===== src/rtl/memoria_ud_pkg.sv =====
// memoria_ud_pkg: shared types and constants for the memoria_ud bus responder.
// Holds the access FSM state enum, default geometry and the zero data word.
package memoria_ud_pkg;

    typedef enum logic [1:0] {
        INACTIVO,
        ESPERA,
        ACK
    } estado_t;

    localparam int DATA_W_DEF    = 16;
    localparam int ADDR_BITS_DEF = 8;

    localparam logic [DATA_W_DEF-1:0] CERO = '0;

endpackage


===== src/rtl/contador_espera.sv =====
// contador_espera: 4-bit wait-state down-counter with load and terminal count.
// Ports: clk, rst (sync, active-high), carga/valor load, habilita count
// enable, fin high when the current wait cycle is the last one.
module contador_espera (
    input  logic       clk,
    input  logic       rst,
    input  logic       carga,
    input  logic       habilita,
    input  logic [3:0] valor,
    output logic       fin
);

    logic [3:0] cuenta;

    always_ff @(posedge clk) begin
        if (rst) begin
            cuenta <= '0;
        end else if (carga) begin
            cuenta <= valor;
        end else if (habilita && cuenta != 4'd0) begin
            cuenta <= cuenta - 4'd1;
        end
    end

    // Loaded with N on acceptance: fin rises in the Nth wait cycle.
    assign fin = (cuenta <= 4'd1);

endmodule


===== src/rtl/memoria_ud.sv =====
// memoria_ud: word-addressed memory answering a four-phase Leer/Escribir
// handshake with programmable wait states.
// Ports: clk, rst (sync, active-high); Direcciones, DatosIn, Leer, Escribir
// from the CPU; DatosOut/oeMem to the bus buffer, Listo ack, ErrorDir reject.
module memoria_ud
    import memoria_ud_pkg::*;
#(
    parameter int DATA_W      = DATA_W_DEF,
    parameter int ADDR_BITS   = ADDR_BITS_DEF,
    parameter int WAIT_STATES = 2
) (
    input  logic              clk,
    input  logic              rst,
    input  logic [15:0]       Direcciones,
    input  logic [DATA_W-1:0] DatosIn,
    input  logic              Leer,
    input  logic              Escribir,
    output logic [DATA_W-1:0] DatosOut,
    output logic              oeMem,
    output logic              Listo,
    output logic              ErrorDir
);

    localparam logic [3:0] ESPERAS = 4'(WAIT_STATES);
    localparam int         PROF    = 1 << ADDR_BITS;

    estado_t estado;
    estado_t estado_sig;

    logic [ADDR_BITS-1:0] lat_addr;
    logic [DATA_W-1:0]    lat_dato;
    logic                 lat_lect;
    logic                 lat_escr;
    logic                 lat_err;

    logic [DATA_W-1:0] mem [PROF];

    logic                 strobe_any;
    logic                 ambos;
    logic                 fuera;
    logic                 strobe_op;
    logic                 acepta;
    logic                 fin;
    logic                 escribe;
    logic                 sostiene;
    logic [ADDR_BITS-1:0] wr_addr;
    logic [DATA_W-1:0]    wr_dato;

    assign strobe_any = Leer | Escribir;
    assign ambos      = Leer & Escribir;
    assign fuera      = |Direcciones[15:ADDR_BITS];
    assign strobe_op  = lat_lect ? Leer : Escribir;
    assign acepta     = (estado == INACTIVO) && strobe_any;
    assign sostiene   = (estado == ACK) && strobe_any;

    contador_espera u_espera (
        .clk      (clk),
        .rst      (rst),
        .carga    (acepta),
        .habilita (estado == ESPERA),
        .valor    (ESPERAS),
        .fin      (fin)
    );

    always_ff @(posedge clk) begin
        if (rst) begin
            estado <= INACTIVO;
        end else begin
            estado <= estado_sig;
        end
    end

    always_comb begin
        estado_sig = estado;
        unique case (estado)
            INACTIVO: begin
                if (ambos) begin
                    estado_sig = ACK;
                end else if (strobe_any) begin
                    estado_sig = (ESPERAS == 4'd0) ? ACK : ESPERA;
                end
            end
            ESPERA: begin
                // Dropping the accepted strobe early aborts the access.
                if (!strobe_op) begin
                    estado_sig = INACTIVO;
                end else if (fin) begin
                    estado_sig = ACK;
                end
            end
            ACK: begin
                if (!strobe_any) begin
                    estado_sig = INACTIVO;
                end
            end
            default: estado_sig = INACTIVO;
        endcase
    end

    always_ff @(posedge clk) begin
        if (rst) begin
            lat_addr <= '0;
            lat_dato <= '0;
            lat_lect <= 1'b0;
            lat_escr <= 1'b0;
            lat_err  <= 1'b0;
        end else if (acepta) begin
            lat_addr <= Direcciones[ADDR_BITS-1:0];
            lat_dato <= DatosIn;
            lat_lect <= Leer & ~Escribir;
            lat_escr <= Escribir & ~Leer;
            lat_err  <= fuera | ambos;
        end
    end

    // Commit on the edge entering ACK. With no wait states that edge is
    // the acceptance edge itself, so the live bus is used instead.
    always_comb begin
        escribe = 1'b0;
        wr_addr = lat_addr;
        wr_dato = lat_dato;
        if (estado == INACTIVO) begin
            wr_addr = Direcciones[ADDR_BITS-1:0];
            wr_dato = DatosIn;
            escribe = (ESPERAS == 4'd0) && Escribir
                   && !Leer && !fuera;
        end else if (estado == ESPERA) begin
            escribe = fin && lat_escr && Escribir && !lat_err;
        end
        if (rst) begin
            escribe = 1'b0;
        end
    end

    always_ff @(posedge clk) begin
        if (escribe) begin
            mem[wr_addr] <= wr_dato;
        end
    end

    always_ff @(posedge clk) begin
        if (rst) begin
            Listo    <= 1'b0;
            ErrorDir <= 1'b0;
            oeMem    <= 1'b0;
            DatosOut <= DATA_W'(CERO);
        end else begin
            Listo    <= sostiene;
            ErrorDir <= sostiene && lat_err;
            oeMem    <= sostiene && lat_lect;
            if (sostiene && lat_lect && !lat_err) begin
                DatosOut <= mem[lat_addr];
            end else begin
                DatosOut <= DATA_W'(CERO);
            end
        end
    end

endmodule


===== config.mk =====
export PLATFORM = sky130hd
export DESIGN_NAME = memoria_ud
export DESIGN_NICKNAME = d
export VERILOG_FILES = /design/src/rtl/memoria_ud_pkg.sv /design/src/rtl/contador_espera.sv /design/src/rtl/memoria_ud.sv
export SDC_FILE = /design/constraint.sdc
export NUM_CORES = 2
export LEC_CHECK = 0
export BUFFER_PORTS_ARGS = -buffer_cell sky130_fd_sc_hd__buf_4
export CAP_MARGIN = 20
export CORE_MARGIN = 2
export CORE_UTILIZATION = 63
export CTS_CLUSTER_DIAMETER = 50
export CTS_CLUSTER_SIZE = 30
export DETAILED_ROUTE_END_ITERATION = 12
export PLACE_DENSITY_LB_ADDON = 0.25
export SETUP_SLACK_MARGIN = 0.2
export SLEW_MARGIN = 20
export SYNTH_ARGS = -nofsm -noshare
export SYNTH_HDL_FRONTEND = slang
export SYNTH_SLANG_ARGS = --single-unit

===== constraint.sdc =====
create_clock -name clk -period 6.9 [get_ports clk]
set_clock_uncertainty 0.2 [all_clocks]
set_input_delay 0.345 -clock clk [delete_from_list [all_inputs] [get_ports clk]]
set_output_delay 0.345 -clock clk [all_outputs]
set_load 0.01 [all_outputs]

# After elaboration in Yosys (flattened, before gate mapping)

Memory sizes are Yosys's and may differ from the RTL's. A register that Yosys moved wholly into a read port is not among the register bits.
Cells that the tools add are included.

Output and inout bits: 19
Flip-flop bits (word level): 36
Memories: 1
Bits in writable memories: 4096
Word-level logic and storage cells: 60
Bits of input ports: 36

Memories:

| name | words | width | read ports | clocked after memory_dff | write ports | line             | text |
|---|---|---|---|---|---|---|---|
| mem  | 256   | 16    | 1          | 1                        | 1           | memoria_ud.sv:36 | `logic [DATA_W-1:0] mem [PROF];` |

Equality and inequality tests: 5
Multiplexer cells: 16
Bitwise gates (word level): 8
Reductions and logical operators: 17
$lt $le $gt $ge: 1
Add/subtract/negate cells: 1

Operators by type and width:

| kind                | number |
|---|---|
| $mux 16             | 1 |
| $mux 2              | 7 |
| $logic_and 1x1->1   | 9 |
| $mux 8              | 1 |
| $reduce_or 8->1     | 1 |
| $mux 1              | 6 |
| $ne 3x3->1 const B  | 2 |
| $pmux 2 s3          | 1 |
| $le 4x1->1 const B  | 1 |
| $reduce_bool 4->1   | 1 |
| $reduce_or 2->1     | 2 |
| $sub 4x1->4 const B | 1 |
| $and 1x1->1         | 3 |
| $not 1->1           | 3 |
| $reduce_and 3->1    | 1 |
| $eq 2x1->1 const B  | 1 |
| $eq 2x2->1 const B  | 1 |
| $logic_not 2->1     | 1 |
| $ne 2x2->1 const B  | 1 |
| $or 1x1->1          | 2 |
| $reduce_bool 2->1   | 1 |
| $logic_not 1->1     | 1 |

# Longest topological paths before layout

Word-level depth: 9
Mapped depth: 11
Depth with buffers taken out: 7

# Cells and area by module

From an unflattened synthesis, not the netlist that was laid out.

Cell total of the unflattened synthesis: 7685
Area, all modules: 161406.1 µm²

By module, submodules not included:

| module          | instances | seq. area each (µm²) | cells an instance | area each (µm²) |
|---|---|---|---|---|
| memoria_ud      | 1         | 123958.9             | 7652              | 161124.5 |
| contador_espera | 1         | 80.1                 | 33                | 281.5 |

# Worst setup path after synthesis

No wires, ideal clock.

Kind: flip-flop to flip-flop
Start: register estado[1]
End: memory mem[0][10] (netlist name) (data pin)
Arrival time: 4.306 ns
Slack: 1.571 ns
Data required time: 5.877 ns
Cell stages (with the launch flop): 7
Library setup time: 0.823 ns
Period minus slack after synthesis: 5.329 ns
Buffers on the path: 3
Cells stage by stage: dfxtp_1 -> or2_2 -> buf_2 -> buf_1 -> clkbuf_1 -> nand2_1 -> nand2_1

Longest elaborated chain between the ends: 2

Ends and longest elaborated chain:

| element                | line              | text |
|---|---|---|
| from (decl)            | memoria_ud.sv:27  | `estado_t estado;` |
| from (signal assigned) | memoria_ud.sv:69  | `estado <= estado_sig;` |
| $logic_not 2->1        | memoria_ud.sv:122 | `if (estado == INACTIVO) begin` |
| $mux 16                | memoria_ud.sv:122 |  |
| named net wr_dato[10]  | memoria_ud.sv:47  | `logic [DATA_W-1:0] wr_dato;` |
| to (decl)              | memoria_ud.sv:36  |  |

The timed path passes the listed nets, and every way through them passes these cells.

==> metrics.md <==
| Metric | Value |
|---|---|
| Post-Syn Area | `0.161 mm2` |
| TNS Setup | `0 ps` |
| Fin nets | `8,193` |
| CTS H-Tree Depth | `5` |
| Warning count from the yosys run | `0` |
| Initial antenna violation count | `22` |
| Synth Net Count | `7,730` |
| P_int | `41.0 mW` |
| I/O pin cnt | `55` |
| Detailed Route WL | `458,000 um` |
| Gpl congestion | `0.992` |
| Maxcap violations | `0` |
| Site Rows | `185` |
| Most common cell after layout, fill and taps aside | `edfxtp_1` |
| Hold Crit Class | `in2reg` |
| Arr. time, crit path | `5580 ps` |
| Initial Util | `63.3%` |
| Post-Layout Cell Count | `11,807` |
| First-pass GRT wire length | `638,000 um` |
| Drt first-iter violations | `14,947` |
| GRT Resource Usage Total | `35.5%` |
| Status | `finished clean` |
| Synth-to-Final Area Change | `11.7%` |
| Seq pwr share | `52.4%` |
| CTS resizes | `0` |
| Sequential cell area fraction in the yosys report | `77.2%` |
| Drt wl/cell | `38.8 um` |
| Remaining DRCs | `0` |
| Worst-Margin Slew | `1290 ps` |
| LEAKAGE | `55.4 nW` |
| Highest-count cells in the layout ignoring fill and taps | `edfxtp_1, mux4_2, mux2i_1` |
| Final Hold Fails | `0` |
| GRT overflow | `0` |
| Clk sinks | `4,148` |
| Placed cells | `11,082` |
| CTS max path bufs | `4` |
| Die height | `509 um` |
| Combinational Power Share | `8.8%` |
| DRT Pass-1 Iters | `7` |
| Fraction of layout cells with a size suffix above 1 | `23.1%` |
| Crit. End Element | `register` |
| Clock latency on the worst-skew pair | `1040 ps` |
| Worst VDD drop | `0.315 mV` |
| Top fanout value on the critical path | `42` |
| Placement Setup Slack | `2090 ps` |
| Vias per cell | `7.22` |
| Net Switching | `13.5 mW` |
| Final setup fails | `0` |
| Vias in the first global route | `82,653` |
| Net Sw Frac | `24.8%` |
| Worst Path Required | `7610 ps` |
| Unrepaired setup endpoints after global routing | `false` |
| Clock network power share | `38.8%` |
| Power density over cell area | `304 mW/mm2` |
| Fin crit period | `4870 ps` |
| Port bufs | `54` |
| Final ANT Viol Nets | `0` |
| Critical path class | `reg2reg` |
| Fmax | `0.205 GHz` |
| CTS Buf Count | `350` |
| Yosys reg bits | `4,148` |
| Crit start category | `register` |
| Synth async-reset ratio | `0%` |
| Mapped Cells | `7,691` |
| Via Count | `85,276` |
| Tot Pwr | `54.5 mW` |
| Worst slew margin | `12.8%` |
| Clock slew at reported path FFs | `90 ps` |
| Ys flop type | `edfxtp_1` |
| Die width | `509 um` |
| Number of synthesized flops with an enable pin | `4,096` |
| Final Max Slew Viols | `0` |
| Core box area | `0.254 mm2` |
| Setup ws final | `2030 ps` |
| Die area | `0.259 mm2` |
| CTS Root Cell | `clkbuf_16` |
| Period utilization | `70.6%` |
| Syn Area/Cell | `20.9 um2` |
| Largest net degree at the start of global routing | `213` |
| Placed wire-length estimate | `273,000 um` |
| Final core occ | `70.7%` |
| CTS tree | `built` |
| Distinct cells, synth | `71` |
final timing paths:
| path | startpoint | end | slack, ps | cells past startpoint |
|---|---|---|---|---|
| setup / recovery | lat_addr[4] | DatosOut[8] | 2030 | 7 |
| hold / removal | rst | estado[0] | 180 | 3 |
| setup reg to reg | lat_addr[4] | DatosOut[8] | 2030 | 7 |
| hold reg to reg | lat_err | ErrorDir | 330 | 1 |
synth_stat cells (35+ instances only):
cell      number  area, um2
clkbuf_1     186        698
mux2i_1      494       4940
nor2_1       304       1140
and2_1        79        494
nand2_1      239        897
a22oi_1       94        706
a21oi_1      179        896
edfxtp_1    4096     123000
nor3_1        80        400
a211oi_1     111        833
buf_2        118        591
nand3_1       64        320
o221ai_1     173       1520
buf_6         44        495
dfxtp_1       52       1040
o22ai_1      155        970
mux4_2       748      16800
nand4_1       35        219
through the flow:
stage          hold slack [ps]  instance area (um2)
4_1_cts                   63.3               179000
2_1_floorplan              237               161000
5_1_grt                    178               179000
3_5_place_dp               249               166000
6_report                   185               179000
3_3_place_gp               241               166000
per-layer routing:
| layer | routed length (um) | up-vias | share of wire, % | global-route usage (%) |
|---|---|---|---|---|
| li1 | - | 33214 | - | - |
| met1 | 155000 | 44205 | 34 | 48.6 |
| met2 | 205000 | 6658 | 45 | 51.6 |
| met3 | 66400 | 1189 | 15 | 11.1 |
| met4 | 31300 | 10 | 6.8 | 19.9 |
| met5 | 69 | - | 0.015 | 0.0370 |
registers in the layout (all words and copies together), names as in the netlist:
register / cells
lat_addr: 8
mem: 4096
DatosOut: 16
ErrorDir: 1
lat_escr: 1
lat_dato: 16
estado: 2
Listo: 1
oeMem: 1
u_espera.cuenta: 4
lat_lect: 1
lat_err: 1
worst max-delay path, cell delays in order, from the launching register on:
cell     delay, ps
dfxtp_4        820
buf_4          600
or4b_2         650
a21oi_1        220
o21ai_0        540
nor4b_1        520
nand4_1        830
o22ai_2        400
logic make-up after synthesis:
kind of cell               share of synthesized area, %
DFF                                                77.2
AOI/OAI and AO/OA                                  3.76
and+or+nand+nor                                    2.81
adders and majority gates                        0.0234
xor gates and xnor gates                         0.0218
muxes                                              14.2
buffers and inverters                              1.95
final cells by class:
type | instances | area [um2]
Inverter | 5 | 26.3
Clock inverter | 259 | 3420
Sequential cell | 4148 | 124000
Multi-Input combinational cell | 3077 | 33700
Fill cell | 14659 | 74300
Tap cell | 3366 | 4210
Antenna cell | 12 | 30.0
Timing Repair Buffer | 572 | 4990
Clock buffer | 368 | 8930
power groups by stage:
stage               clock (mW)  combinational (mW)  sequential (mW)
detailed placement           0                4.56             29.1
floorplan                    0                2.79             29.4
CTS                       21.2                4.63             28.6
global route              22.1                4.90             28.6
global placement             0                4.41             29.1
finish                    21.2                4.80             28.6
repair_timing:
action / in CTS / in global routing
buffers inserted: 0 / 0
hold buffers: 81 / 0
endpoints found under the hold margin: 190 / 0
(Power assumes the default switching activity.)
